## config.mk

```make
export PLATFORM = sky130hd
export DESIGN_NAME = fifo_read_serializer
export DESIGN_NICKNAME = d
export VERILOG_FILES = /design/src/rtl/fifo_ser_pkg.sv /design/src/rtl/ser_byte_sel.sv /design/src/rtl/fifo_read_serializer.sv
export SDC_FILE = /design/constraint.sdc
export NUM_CORES = 1
export LEC_CHECK = 0
export CORE_MARGIN = 4
export CORE_UTILIZATION = 50
export CTS_CLUSTER_DIAMETER = 30
export DETAILED_ROUTE_END_ITERATION = 10
export PLACE_DENSITY_LB_ADDON = 0.05
export SLEW_MARGIN = 15
export SYNTH_ARGS = -nofsm -noshare
export SYNTH_HDL_FRONTEND = slang
export SYNTH_HIERARCHICAL = 1
export SYNTH_SLANG_ARGS = --single-unit
export TNS_END_PERCENT = 5
```

## constraint.sdc

```tcl
create_clock -name clock -period 2.12 [get_ports clock]
set_input_delay 0.212 -clock clock [delete_from_list [all_inputs] [get_ports clock]]
set_output_delay 0.212 -clock clock [all_outputs]
set_load 0.01 [all_outputs]
```

## src/rtl/fifo_ser_pkg.sv

```systemverilog
// Shared constants and the serializer state type for the FIFO read serializer.
package fifo_ser_pkg;

  localparam int WORD_W    = 32;
  localparam int BYTE_W    = 8;
  localparam int NUM_BYTES = 4;
  localparam int IDX_W     = $clog2(NUM_BYTES);

  localparam logic [IDX_W-1:0] LAST_IDX = IDX_W'(NUM_BYTES - 1);

  typedef enum logic [1:0] {
    IDLE,
    POP,
    LOAD,
    SEND
  } ser_state_t;

endpackage

```

## src/rtl/ser_byte_sel.sv

```systemverilog
// Byte selection for the serializer: holds the popped word, shifts it a byte per
// accepted transfer and tracks the byte index within the word.
module ser_byte_sel
  import fifo_ser_pkg::*;
#(
  parameter int LSB_FIRST = 1
) (
  input  logic              clock,
  input  logic              reset,
  input  logic              load,
  input  logic              advance,
  input  logic [WORD_W-1:0] load_data,
  output logic [BYTE_W-1:0] out_data,
  output logic [IDX_W-1:0]  index
);

  logic [WORD_W-1:0] shift_q;
  logic [IDX_W-1:0]  index_q;

  // The outgoing byte always sits at the end of the register facing the sink,
  // so selection is a fixed slice rather than an index-driven mux.
  always_ff @(posedge clock) begin
    if (!reset) begin
      shift_q <= '0;
      index_q <= '0;
    end else if (load) begin
      shift_q <= load_data;
      index_q <= '0;
    end else if (advance) begin
      shift_q <= (LSB_FIRST != 0) ? (shift_q >> BYTE_W) : (shift_q << BYTE_W);
      index_q <= index_q + IDX_W'(1);
    end
  end

  assign out_data = (LSB_FIRST != 0) ? shift_q[BYTE_W-1:0]
                                     : shift_q[WORD_W-1 -: BYTE_W];
  assign index    = index_q;

endmodule

```

## src/rtl/fifo_read_serializer.sv

```systemverilog
// Pops 32-bit words from a sync FIFO and streams them out as bytes with a
// valid/ready handshake. Define FIFO_READ_SERIALIZER_PARITY_EN to add out_parity.
module fifo_read_serializer
  import fifo_ser_pkg::*;
#(
  parameter int LSB_FIRST = 1,
  parameter int CNT_W     = 16
) (
  input  logic              clock,
  input  logic              reset,
  input  logic              fifo_empty,
  input  logic              fifo_wr_busy,
  input  logic [WORD_W-1:0] fifo_data,
  output logic              fifo_rn,
  output logic [BYTE_W-1:0] out_data,
  output logic              out_valid,
  input  logic              out_ready,
  output logic              out_last,
  output logic              busy,
  output logic [CNT_W-1:0]  word_count
`ifdef FIFO_READ_SERIALIZER_PARITY_EN
  ,
  output logic              out_parity
`endif
);

  ser_state_t       state, state_nxt;
  logic [IDX_W-1:0] index;
  logic             handshake;

  // NOTE: reset is sampled on the clock edge like any other input, and all
  // registers use non-blocking assignments so they update together.
  always_ff @(posedge clock) begin
    if (!reset) state <= IDLE;
    else        state <= state_nxt;
  end

  // NOTE: every output of this block is given a default first, so no path
  // through the case statement can infer a latch.
  always_comb begin
    state_nxt = state;
    fifo_rn   = 1'b0;
    out_valid = 1'b0;
    busy      = 1'b1;
    unique case (state)
      IDLE: begin
        busy = 1'b0;
        if (!fifo_empty) state_nxt = POP;
      end
      POP: begin
        fifo_rn = 1'b1;
        // A concurrent FIFO write wins, so keep requesting until the read lands.
        if (!fifo_empty && !fifo_wr_busy) state_nxt = LOAD;
      end
      LOAD: state_nxt = SEND;
      SEND: begin
        out_valid = 1'b1;
        if (out_ready && (index == LAST_IDX)) state_nxt = IDLE;
      end
      default: state_nxt = IDLE;
    endcase
  end

  assign handshake = out_valid && out_ready;
  assign out_last  = out_valid && (index == LAST_IDX);

  ser_byte_sel #(
    .LSB_FIRST (LSB_FIRST)
  ) u_byte_sel (
    .clock     (clock),
    .reset     (reset),
    .load      (state == LOAD),
    .advance   (handshake),
    .load_data (fifo_data),
    .out_data  (out_data),
    .index     (index)
  );

  always_ff @(posedge clock) begin
    if (!reset)                    word_count <= '0;
    else if (handshake && out_last) word_count <= word_count + CNT_W'(1);
  end

`ifdef FIFO_READ_SERIALIZER_PARITY_EN
  assign out_parity = out_valid & (^out_data);
`endif

endmodule
```

==> impl.org <==
** Synth
- After Yosys synthesis, and, or, nand and nor cells account for 23.3% of the synthesized area.
- Synthesized-area fraction occupied by ao, oa, aoi and oai cells :: 12.9%
- The synthesized netlist devotes 3.54% of its cell area to XOR and XNOR gates.
- Of all cell types, the one taking the most synthesized area is sky130_fd_sc_hd__dfxtp_1.
- Yosys top cell area share :: 38.2%
- A synthesized cell averages 10.4 um^2.
- Synthesis instantiated 42 different standard cells from the library.
- For this run, asynchronously set or reset flops after synthesis account for 0%.
- Ranked by total cell area, the synthesized netlist is headed by sky130_fd_sc_hd__dfxtp_1 38%, sky130_fd_sc_hd__mux2_2 9.9%, sky130_fd_sc_hd__o211a_1 8.8%, sky130_fd_sc_hd__nand2b_1 5.7%, sky130_fd_sc_hd__buf_4 2.8%.
- Cells after Synth :: 262
- Portion of netlist area occupied by mux cells :: 12.1%
- By area, the combinational part of the netlist is dominated by simple AND/OR/NAND/NOR gates.
- The number of nets in the synthesized netlist is 305.
- The synthesized design contains 0 enable-type register cells.
- Register area share after synthesis :: 38.2%
- Most used flip-flop cell after synthesis :: sky130_fd_sc_hd__dfxtp_1
- Flip-flop and latch count after synthesis :: 52
- Summing every instance area after synthesis gives 0.00272 mm^2.
- After Yosys synthesis, full adders, half adders and majority gates account for 2.76% of the synthesized area.
- The Yosys step of the flow raised 6 warnings.

** Critical path
- Crit path arrival time :: 1.73 ns
- For flop-to-flop paths, the worst setup slack is 0.34 ns.
- Top cell family by delay on the critical path :: buffers and inverters
- Slowest cell delay on critical path :: 0.54 ns
- CP Data Required Time :: 1.91 ns
- Tracing the worst setup path back leads to its startpoint at state[1]$_SDFFE_PN0P_.
- Cell-by-cell listing of the critical path :: ha_1 -> and3_1 -> clkdlybuf4s50_1
- Buf/Inv on CP :: 1
- In this run the critical register-to-register path is captured at u_byte_sel/shift_q[22]$_SDFFE_PN0P_.
- R2R cell count :: 5
- The critical path is of the reg -> out type.
- Along the worst path, the maximum fanout reaches 5.
- Worst reg2reg startpoint :: state[1]$_SDFFE_PN0P_
- The critical path ends at out_last.
- Sort of element at the start of the critical path :: register
- Cell with the largest stage delay on the worst path :: sky130_fd_sc_hd__clkdlybuf4s50_1
- STA classifies the critical path endpoint as an output pin.
- The critical path crosses 3 cells after its start point.

** Finish
- Area growth syn-to-layout :: 26.7%
- Utilization of the core after routing :: 66.3%
- Cells with a size suffix above 1 make up 17.6% of the layout.
- At the end of the flow, the number of nets in the layout was 362.
- Counting the fill cells in the layout gives 443.
- The number of antenna diodes in the final layout is 0.

** Floorplan
- Initial Utilization :: 52.3%
- Die X-Extent :: 81.8 um
- Full die area :: 0.00669 mm^2
- The die is 81.8 um tall.
- Std cell rows :: 26
- Area inside the core boundary :: 0.00520 mm^2
- Number of top-level pins :: 65

** Power
- Dividing total power by cell area gives a power density of 868 mW/mm^2.
- IR analysis of the VDD net gives a maximum drop of 0.710 mV.
- For this design the static power due to leakage is 0.00166 uW.

** Timing
- Adding up every negative setup slack in the final design gives 0 ns.
- Final period util :: 91.5%
- Slew margin rel. :: 59.7%
- Between clock sinks in the finished design, the worst skew comes to 0.00213 ns.
- Hold violation total from the final report :: 0
- Setup violations remaining at the end of the flow were counted as 0.
- Final critical delay including setup and external delays :: 1.94 ns
- Max-slew violations :: 0
- Setup repair after global routing left no endpoint under its margin.
- For the pin with the worst max-slew slack, the measured transition is 0.604 ns.
- Highest clock frequency the design can meet :: 0.516 GHz

** Routing
- The detailed router used layers up to and including met4.
- Sum of met3 wire segment lengths after detailed routing :: 234 um
- Routed wl met2 :: 2340 um
- After detailed routing, the wire length on met1 is 2360 um.
- Violation count after the first detailed-routing iteration :: 56
- First-pass iteration count of the detailed router :: 4
- Number of nets with antenna violations after routing :: 0
- DRC Markers :: 0
- Vias after detailed routing :: 1992
- Vias per std cell :: 5.12
- After detailed routing, the average wire length per cell comes to 12.8 um.
- Total Wirelength :: 5000 um

** GRT
- Entering global routing, the biggest net connects 36 pins.
- The number of global-route vias before repair was 1913.
- All-Layer GR Usage :: 16.0%
- Remaining Overflow, GRT :: 0
- Global-route wire length before repair :: 8470 um
- The initial antenna violation count came to 0.

** CTS
- TritonCTS built the clock tree.
- Clock-pin slew was measured on the worst setup and hold paths at 0.09 ns.
- Num Clock Sinks :: 52
- In this run the deepest clock path goes through 2 buffers.
- Post-CTS timing repair inserted 0 buffers for setup.
- Buffer cell driving the clock tree root :: sky130_fd_sc_hd__clkbuf_8
- Number of buffers created by CTS :: 5
- For the worst-skew pair, the clock arrives at the later sink with an insertion delay of 0.30 ns.
- Number of H-tree branching levels :: 2
- Once the clock tree was built, the resizer swapped 0 gates to a different size.
- In this run, post-CTS hold repair placed 0 buffers.

** Status
- The run finished with clean final reports.

** Placed design
- During placement, the flow inserted port buffers numbering 64.
- Routability-driven placement finished with a final weighted congestion of 0.768.
- Dpl hpwl :: 3520 um

** Min path
- Type of the worst min-delay path :: in -> reg

** Job
- Max-cap violations in this run came to 0.
==> synthesized netlist by cell type, types with 3 or more instances <==
cell type,number
sky130_fd_sc_hd__or3b_1,8
sky130_fd_sc_hd__dfxtp_1,52
sky130_fd_sc_hd__and2_1,10
sky130_fd_sc_hd__mux2_2,24
sky130_fd_sc_hd__buf_4,10
sky130_fd_sc_hd__nor4_1,3
sky130_fd_sc_hd__nor2_1,3
sky130_fd_sc_hd__clkbuf_1,7
sky130_fd_sc_hd__or2b_1,3
sky130_fd_sc_hd__ha_1,6
sky130_fd_sc_hd__nand2b_1,25
sky130_fd_sc_hd__o211a_1,24
sky130_fd_sc_hd__a21boi_1,8
sky130_fd_sc_hd__mux2i_1,6
sky130_fd_sc_hd__nand2_1,18
sky130_fd_sc_hd__xnor2_1,3
sky130_fd_sc_hd__nand3_1,4
sky130_fd_sc_hd__xor2_1,8
sky130_fd_sc_hd__buf_6,5
sky130_fd_sc_hd__inv_1,6
==> power by group <==
part | switching [uW] | internal (uW) | leakage (uW) | total (uW)
Clock | 302 | 225 | 0.0000410 | 527
Combinational | 473 | 680 | 0.00120 | 1150
Sequential | 109 | 1210 | 0.000422 | 1310
Total | 883 | 2110 | 0.00166 | 2990
==> logic make-up (layout without fill, tap and decap cells) <==
group / count (synthesis) / after routing
DFF: 52 / 52
and+or+nand+nor: 93 / 93
muxes: 30 / 30
adders and majority gates: 6 / 6
buffers and inverters: 31 / 88
xor gates and xnor gates: 11 / 11
AOI/OAI and AO/OA: 39 / 39
==> sequential cells by signal, summed over array words and instances (netlist names) <==
register / cells
u_byte_sel/index: 2
state: 2
u_byte_sel/shift_q: 32
word_count: 16
==> layout by cell type, fill, tap and decap left out, types with 2 or more instances in the layout <==
| cell type | n |
|---|---|
| sky130_fd_sc_hd__clkdlybuf4s50_1 | 63 |
| sky130_fd_sc_hd__dfxtp_1 | 52 |
| sky130_fd_sc_hd__nand2b_1 | 25 |
| sky130_fd_sc_hd__mux2_2 | 24 |
| sky130_fd_sc_hd__o211a_1 | 24 |
| sky130_fd_sc_hd__nand2_1 | 18 |
| sky130_fd_sc_hd__and2_1 | 10 |
| sky130_fd_sc_hd__buf_4 | 10 |
| sky130_fd_sc_hd__xor2_1 | 8 |
| sky130_fd_sc_hd__or3b_1 | 8 |
| sky130_fd_sc_hd__a21boi_1 | 8 |
| sky130_fd_sc_hd__inv_1 | 6 |
| sky130_fd_sc_hd__mux2i_1 | 6 |
| sky130_fd_sc_hd__ha_1 | 5 |
| sky130_fd_sc_hd__clkbuf_8 | 5 |
| sky130_fd_sc_hd__nand3_1 | 4 |
| sky130_fd_sc_hd__xnor2_1 | 3 |
| sky130_fd_sc_hd__nor2_1 | 3 |
| sky130_fd_sc_hd__nor4_1 | 3 |
| sky130_fd_sc_hd__or2b_1 | 3 |
| sky130_fd_sc_hd__nand4_4 | 2 |
| sky130_fd_sc_hd__nand3_2 | 2 |
| sky130_fd_sc_hd__a21oi_1 | 2 |
| sky130_fd_sc_hd__nor2b_1 | 2 |
| sky130_fd_sc_hd__nor3_1 | 2 |
| sky130_fd_sc_hd__nor4_4 | 2 |
==> worst min-delay path: stages <==
cell and delay (ns):
sky130_fd_sc_hd__buf_2 0.19, sky130_fd_sc_hd__nand2_1 0.09, sky130_fd_sc_hd__mux2i_1 0.06
==> stage by stage <==
stage	instances	worst slack (ns)	hold slack, ns	cell area (um^2)	total power (uW)
floorplan	262	0.401	0.355	2720	2160
global placement	382	0.258	0.471	3370	2470
detailed placement	382	0.232	0.478	3370	2500
CTS	389	0.141	0.286	3450	3050
global route	389	0.102	0.309	3450	3220
finish	389	0.181	0.301	3450	2990
==> final cells by class <==
cell class | count | area (um^2) | share of cell area, %
well taps | 70 | 87.6 | 2.54
clock inverters | 1 | 5.00 | 0.145
multi-input cells | 179 | 1490 | 43.2
flip-flops and latches | 52 | 1040 | 30.2
repair buffers | 75 | 731 | 21.2
inverters | 6 | 22.5 | 0.653
clock buffers | 6 | 72.6 | 2.10
==> how the worst min path moves through the flow <==
stage	start	endpoint	slack (ns)	cells past startpoint
2_1_floorplan	fifo_data[24]	u_byte_sel/shift_q[24]$_SDFFE_PN0P_	0.36	2
3_3_place_gp	word_count[15]$_SDFFE_PN0P_	word_count[15]$_SDFFE_PN0P_	0.47	2
3_5_place_dp	word_count[15]$_SDFFE_PN0P_	word_count[15]$_SDFFE_PN0P_	0.48	2
4_1_cts	reset	word_count[13]$_SDFFE_PN0P_	0.29	3
5_1_grt	reset	word_count[1]$_SDFFE_PN0P_	0.31	2
6_report	reset	word_count[13]$_SDFFE_PN0P_	0.30	3
==> per-layer routing <==
metal	up-vias	track usage [%]
met5	-	0
met1	933	20.9
met3	6	3.07
met2	38	26.4
met4	0	5.48
li1	1015	-
No activity file was read; power rests on OpenSTA's default activity.
